**config.mk**
```make
export PLATFORM = sky130hd
export DESIGN_NAME = fetch_icache
export DESIGN_NICKNAME = d
export VERILOG_FILES = /design/src/rtl/fetch_pkg.sv /design/src/rtl/icache_line_store.sv /design/src/rtl/fetch_icache.sv
export SDC_FILE = /design/constraint.sdc
export NUM_CORES = 1
export LEC_CHECK = 0
export BUFFER_PORTS_ARGS = -buffer_cell sky130_fd_sc_hd__buf_2
export CAP_MARGIN = 10
export CELL_PAD_IN_SITES_DETAIL_PLACEMENT = 0
export CELL_PAD_IN_SITES_GLOBAL_PLACEMENT = 1
export CORE_ASPECT_RATIO = 1.2
export CORE_UTILIZATION = 53
export CTS_CLUSTER_SIZE = 12
export DETAILED_ROUTE_END_ITERATION = 6
export PLACE_DENSITY = 0.76
export RECOVER_POWER = 50
export SETUP_SLACK_MARGIN = 0.02
export SLEW_MARGIN = 25
export SYNTH_ARGS = -nofsm -noshare
export SYNTH_HDL_FRONTEND = slang
export SYNTH_SLANG_ARGS = --single-unit
```
**constraint.sdc**
```tcl
create_clock -name clk -period 5.1 [get_ports clk]
set_clock_uncertainty 0.1 [all_clocks]
set_input_delay 0.255 -clock clk [delete_from_list [all_inputs] [get_ports clk]]
set_output_delay 0.255 -clock clk [all_outputs]
set_load 0.03 [all_outputs]
```
**src/rtl/fetch_pkg.sv**
```systemverilog
// rtl/fetch_pkg.sv - shared state type and address-split helpers for the fetch stage
package fetch_pkg;

    typedef enum logic {
        LOOKUP = 1'b0,
        FILL   = 1'b1
    } fetch_state_t;

    // Byte-offset bits below the word offset; always ignored for lookup.
    localparam int BYTE_BITS = 2;

    function automatic int ow_bits(input int words_per_line);
        return $clog2(words_per_line);
    endfunction

    function automatic int iw_bits(input int sets);
        return $clog2(sets);
    endfunction

    function automatic int tag_bits(input int aw, input int sets, input int words_per_line);
        return aw - BYTE_BITS - $clog2(sets) - $clog2(words_per_line);
    endfunction

endpackage

```
**src/rtl/icache_line_store.sv**
```systemverilog
// rtl/icache_line_store.sv - valid/tag/data arrays of the direct-mapped instruction cache
module icache_line_store #(
    parameter int SETS           = 8,
    parameter int WORDS_PER_LINE = 4,
    parameter int DATA_W         = 32,
    parameter int TAG_W          = 25,
    parameter int IW             = 3,
    parameter int OW             = 2
) (
    input  logic              clk,
    input  logic              rst,
    input  logic              clear_all,
    input  logic [IW-1:0]     rd_index,
    input  logic [OW-1:0]     rd_word,
    output logic              rd_valid,
    output logic [TAG_W-1:0]  rd_tag,
    output logic [DATA_W-1:0] rd_data,
    input  logic              wr_en,
    input  logic [IW-1:0]     wr_index,
    input  logic [OW-1:0]     wr_word,
    input  logic [DATA_W-1:0] wr_data,
    input  logic              set_en,
    input  logic [IW-1:0]     set_index,
    input  logic [TAG_W-1:0]  set_tag
);

    logic [SETS-1:0]   valid_q;
    logic [TAG_W-1:0]  tag_q  [SETS];
    logic [DATA_W-1:0] data_q [SETS*WORDS_PER_LINE];

    // Valid bits: cleared together on reset or flush, set one line at a time when a fill lands.
    always_ff @(posedge clk) begin
        if (rst || clear_all) begin
            valid_q <= '0;
        end else if (set_en) begin
            valid_q[set_index] <= 1'b1;
        end
    end

    // Tag written alongside the valid bit at the end of a fill.
    always_ff @(posedge clk) begin
        if (set_en) begin
            tag_q[set_index] <= set_tag;
        end
    end

    // Data words written one beat at a time, addressed as {line, word}.
    always_ff @(posedge clk) begin
        if (wr_en) begin
            data_q[{wr_index, wr_word}] <= wr_data;
        end
    end

    assign rd_valid = valid_q[rd_index];
    assign rd_tag   = tag_q[rd_index];
    assign rd_data  = data_q[{rd_index, rd_word}];

endmodule

```
**src/rtl/fetch_icache.sv**
```systemverilog
// rtl/fetch_icache.sv - PC, next-PC logic and line-fill FSM around a direct-mapped instruction cache
import fetch_pkg::*;

module fetch_icache #(
    parameter int ADDRESS_WIDTH  = 32,
    parameter int DATAOUT_WIDTH  = 32,
    parameter int SETS           = 8,
    parameter int WORDS_PER_LINE = 4
) (
    input  logic                     clk,
    input  logic                     rst,
    input  logic                     trigger,
    input  logic                     PCSrc,
    input  logic                     jalrmuxSel,
    input  logic [DATAOUT_WIDTH-1:0] ImmOp,
    input  logic [ADDRESS_WIDTH-1:0] rd1,
    input  logic                     flush,
    output logic [DATAOUT_WIDTH-1:0] RD,
    output logic [ADDRESS_WIDTH-1:0] PC_out,
    output logic                     instr_valid,
    output logic                     stall,
    output logic                     mem_req,
    output logic [ADDRESS_WIDTH-1:0] mem_addr,
    input  logic                     mem_valid,
    input  logic [DATAOUT_WIDTH-1:0] mem_rdata,
    output logic [31:0]              hit_count,
    output logic [31:0]              miss_count
);

    localparam int OW = ow_bits(WORDS_PER_LINE);
    localparam int IW = iw_bits(SETS);
    localparam int TW = tag_bits(ADDRESS_WIDTH, SETS, WORDS_PER_LINE);
    localparam logic [OW-1:0] LAST_BEAT = OW'(WORDS_PER_LINE - 1);

    fetch_state_t             state_q;
    logic [OW-1:0]            beat_q;
    logic [ADDRESS_WIDTH-1:0] pc_q;
    logic [ADDRESS_WIDTH-1:0] pc_next;
    logic [ADDRESS_WIDTH-1:0] imm_a;
    logic [ADDRESS_WIDTH-1:0] jalr_sum;

    logic [IW-1:0] pc_index;
    logic [OW-1:0] pc_word;
    logic [TW-1:0] pc_tag;
    logic          line_valid;
    logic [TW-1:0] line_tag;
    logic          hit;
    logic          lookup;
    logic          beat_done;
    logic          line_done;

    assign pc_index = pc_q[BYTE_BITS+OW +: IW];
    assign pc_word  = pc_q[BYTE_BITS +: OW];
    assign pc_tag   = pc_q[ADDRESS_WIDTH-1 -: TW];

    assign lookup      = (state_q == LOOKUP);
    assign hit         = line_valid && (line_tag == pc_tag);
    assign instr_valid = lookup && hit;
    assign stall       = ~instr_valid;
    assign PC_out      = pc_q;

    // While filling, the PC is frozen so its line base names the line being filled.
    assign mem_req   = (state_q == FILL);
    assign mem_addr  = {pc_q[ADDRESS_WIDTH-1:BYTE_BITS+OW], beat_q, {BYTE_BITS{1'b0}}};
    assign beat_done = mem_req && mem_valid && !flush;
    assign line_done = beat_done && (beat_q == LAST_BEAT);

    icache_line_store #(
        .SETS          (SETS),
        .WORDS_PER_LINE(WORDS_PER_LINE),
        .DATA_W        (DATAOUT_WIDTH),
        .TAG_W         (TW),
        .IW            (IW),
        .OW            (OW)
    ) u_store (
        .clk      (clk),
        .rst      (rst),
        .clear_all(flush),
        .rd_index (pc_index),
        .rd_word  (pc_word),
        .rd_valid (line_valid),
        .rd_tag   (line_tag),
        .rd_data  (RD),
        .wr_en    (beat_done),
        .wr_index (pc_index),
        .wr_word  (beat_q),
        .wr_data  (mem_rdata),
        .set_en   (line_done),
        .set_index(pc_index),
        .set_tag  (pc_tag)
    );

    assign imm_a    = ADDRESS_WIDTH'(ImmOp);
    assign jalr_sum = rd1 + imm_a;

    // Next-PC select: sequential, PC-relative, or register-relative with bit 0 cleared.
    always_comb begin
        pc_next = pc_q + ADDRESS_WIDTH'(4);
        if (PCSrc) begin
            if (jalrmuxSel) begin
                pc_next = {jalr_sum[ADDRESS_WIDTH-1:1], 1'b0};
            end else begin
                pc_next = pc_q + imm_a;
            end
        end
    end

    // Line-fill FSM: a miss starts a fill at beat 0; flush abandons it without writing.
    always_ff @(posedge clk) begin
        if (rst) begin
            state_q <= LOOKUP;
            beat_q  <= '0;
        end else begin
            case (state_q)
                LOOKUP: begin
                    if (!hit) begin
                        state_q <= FILL;
                        beat_q  <= '0;
                    end
                end
                FILL: begin
                    if (flush) begin
                        state_q <= LOOKUP;
                        beat_q  <= '0;
                    end else if (mem_valid) begin
                        if (beat_q == LAST_BEAT) begin
                            state_q <= LOOKUP;
                            beat_q  <= '0;
                        end else begin
                            beat_q <= beat_q + OW'(1);
                        end
                    end
                end
                default: begin
                    state_q <= LOOKUP;
                    beat_q  <= '0;
                end
            endcase
        end
    end

    // PC advances only on a hit while running.
    always_ff @(posedge clk) begin
        if (rst) begin
            pc_q <= '0;
        end else if (trigger && instr_valid) begin
            pc_q <= pc_next;
        end
    end

    // Saturating hit/miss counters over running lookup cycles.
    always_ff @(posedge clk) begin
        if (rst) begin
            hit_count  <= '0;
            miss_count <= '0;
        end else if (lookup && trigger) begin
            if (hit) begin
                if (hit_count != '1) begin
                    hit_count <= hit_count + 32'd1;
                end
            end else if (miss_count != '1) begin
                miss_count <= miss_count + 32'd1;
            end
        end
    end

endmodule

```
==> impl_metrics.tcl <==
set metrics [dict create \
    cts-buffers-inserted 137 \
    pwr_density_cell_mw_per_mm2 344 \
    min_to "PC_out[29]" \
    hp-class "in -> reg" \
    maxSlewHeadroom -0.332 \
    grt-ovfl-total 0 \
    slew_violations 52 \
    die_y_um 357 \
    syn2layout_area_growth_pct 14.1 \
    fmax_ghz 0.206 \
    reg2reg_depth 12 \
    fin_crit_ps 4840 \
    hold_path_depth 4 \
    placedCellCount 4595 \
    ys_seq_area_frac 0.703 \
    h-tree-depth 4 \
    reg2reg_slack_ps 680 \
    crit_type "reg -> out" \
    drv_cap 3 \
    postCtsHoldBufs 41 \
    avgRoutedWirePerCell_um 28.3 \
    grt_pass1_wl_um 202000 \
    drive_gt1_frac 0.237 \
    fin_tns_setup_ps 0 \
    worst_pin_slew_ps 1990 \
    drc 0 \
    worst_slack_ps 255 \
    drt-pass1-iter-count 5 \
    path_max_fanout 23 \
    yosysUniqueCellTypes 70 \
    p_leak_nw 20.1 \
    finalPower_mw 21.8 \
    grt_usage 0.261 \
    start_util 0.537 \
    io_buffers 263 \
    ys.flop_type "edfxtp_1" \
    final_cells 4858 \
    grt_max_degree 101 \
    cp-start-kind "flop" \
    drtIter0Drc 2638 \
    postCtsSetupBuffers 0 \
    yosysWarnings 0 \
    antenna_found_initial 5 \
    rows 129 \
    crit_path_end_kind "output port" \
    worst-endpoint-required_ps 4740 \
    nNetsFinal 3574 \
    cts.sinks 1336 \
    synth_seq_cells 1336 \
    die_area_mm2 0.106 \
    finalHoldViolCount 0 \
    violations "capacitance limit, slew limit" \
    root_buffer "clkbuf_16" \
    most-common-layout-cells "edfxtp_1 (1224), mux4_2 (370), clkbuf_1 (210), clkbuf_16 (140), nor2_1 (130)" \
    clk_path_buf_depth 3 \
    io-pin-count 266 \
    setup_viol 0 \
    ant_nets 0 \
    die_x_um 297 \
    hpwl_um 82500 \
    hold_start "jalrmuxSel" \
    layout_commonest_cell "edfxtp_1" \
    syn_area_mm2 0.0555 \
    fin_crit_sh 0.950 \
    vias 30324 \
    synth-edff-count 1224 \
    core-area_mm2 0.103 \
    post_cts_resized 0 \
    first_global_vias 31143 \
    whs_ps 47.1 \
    clock_latency_ps 770 \
    postSynthCellCount 3013 \
    status "complete, but fails checks" \
    clkTransAtPathRegs_ps 60 \
    rsz0062_at_grt "no" \
    syn_area_per_cell_um2 18.4 \
    place_congestion 0.888 \
    via_per_inst 6.24 \
    finalWirelength_um 137000 \
    final.fill_count 7311 \
    cts_tree "built" \
    worstReg2RegEnd "hit_count[11]" \
    pre_cts_ws_ps 733 \
    arrival_ps 4490 \
    synthArstFlopShare 0 \
    ir_drop_v 0.000350 \
]
[cells in the mapped netlist (13+ instances only)]
library cell,number,share of area
or3_1,20,0.0023
a211oi_1,23,0.0031
xnor2_1,76,0.012
o21a_1,16,0.0022
dfxtp_1,112,0.040
nand3_1,52,0.0047
nand4_1,21,0.0024
mux2i_1,33,0.0060
buf_4,32,0.0043
edfxtp_1,1224,0.66
clkbuf_1,91,0.0062
nor4_1,14,0.0016
buf_1,29,0.0020
inv_1,34,0.0023
a31oi_1,13,0.0015
o21ai_0,79,0.0071
a21o_1,37,0.0050
a21oi_1,95,0.0086
nand2_1,102,0.0069
nor2_1,166,0.011
and3_1,36,0.0041
mux4_2,370,0.15
nor3_1,44,0.0040
xor2_1,48,0.0076
mux2_2,33,0.0067
ha_1,68,0.015
[stage by stage]
step	utilization	area, um^2
4_1_cts	0.615	63600
3_3_place_gp	0.570	59000
3_5_place_dp	0.571	59100
2_1_floorplan	-	55500
5_1_grt	0.612	63400
6_report	0.612	63400
[where the power goes]
| part | leakage, nW | internal (mW) | switching (mW) | total [mW] |
|---|---|---|---|---|
| sequential | 12.2 | 11.9 | 0.00556 | 11.9 |
| combinational | 5.90 | 0.194 | 0.401 | 0.595 |
| clock | 1.98 | 5.26 | 4.03 | 9.29 |
[worst max path at each step]
| stage | from | endpoint | slack [ps] |
|---|---|---|---|
| finish | flop | stall | 260 |
| global route | flop | stall | 60 |
| CTS | flop | stall | 260 |
| detailed placement | flop | hit_count[11] | 730 |
| global placement | flop | miss_count[5] | 800 |
| floorplan | flop | beat_q[0] | 980 |
[state kept, by name, indices dropped and copies added (netlist names), named ones only]
signal           count
hit_count           32
PC_out              32
u_store.tag_q      200
beat_q               2
miss_count          32
u_store.valid_q      8
u_store.data_q    1024
mem_req              1
[per-layer routing]
layer  routed length, um  vias up  track usage
met5                  23        -            0
met4                3610        4       0.0814
met3                8820      236       0.0452
met2               71400     1219        0.457
met1               53600    15854        0.334
li1                    -    13011            -
[final cells by class]
type / count / area [um^2] / share of cell area
Sequential cell: 1336 / 39000 / 0.616
Clock inverter: 33 / 369 / 0.00583
Tap cell: 1375 / 1720 / 0.0272
Clock buffer: 185 / 3710 / 0.0586
Multi-Input combinational cell: 1480 / 15900 / 0.251
Timing Repair Buffer: 411 / 2520 / 0.0398
Antenna cell: 3 / 7.51 / 0.000118
Inverter: 35 / 131 / 0.00207
[critical path: stages, from the launching register on]
cell and delay, ps:
dfxtp_4 580, buf_4 490, mux4_2 570, mux2i_1 220, xnor2_1 100, nor4_1 430, nand2_1 110, or4_1 690
nor2_1 240, inv_1 90, buf_2 200
[logic make-up (layout without fill, tap and decap cells)]
kind of cell / Yosys count / after routing / share of synthesized area
DFF: 1336 / 1336 / 0.703
and+or+nand+nor: 517 / 517 / 0.0456
muxes: 436 / 436 / 0.163
AOI/OAI and AO/OA: 331 / 331 / 0.0374
buffers and inverters: 198 / 664 / 0.0159
xor gates and xnor gates: 124 / 124 / 0.0196
adders and majority gates: 70 / 70 / 0.0160
other: 1 / 5 / 0.0000676
No activity file was read; power rests on OpenSTA's default activity.
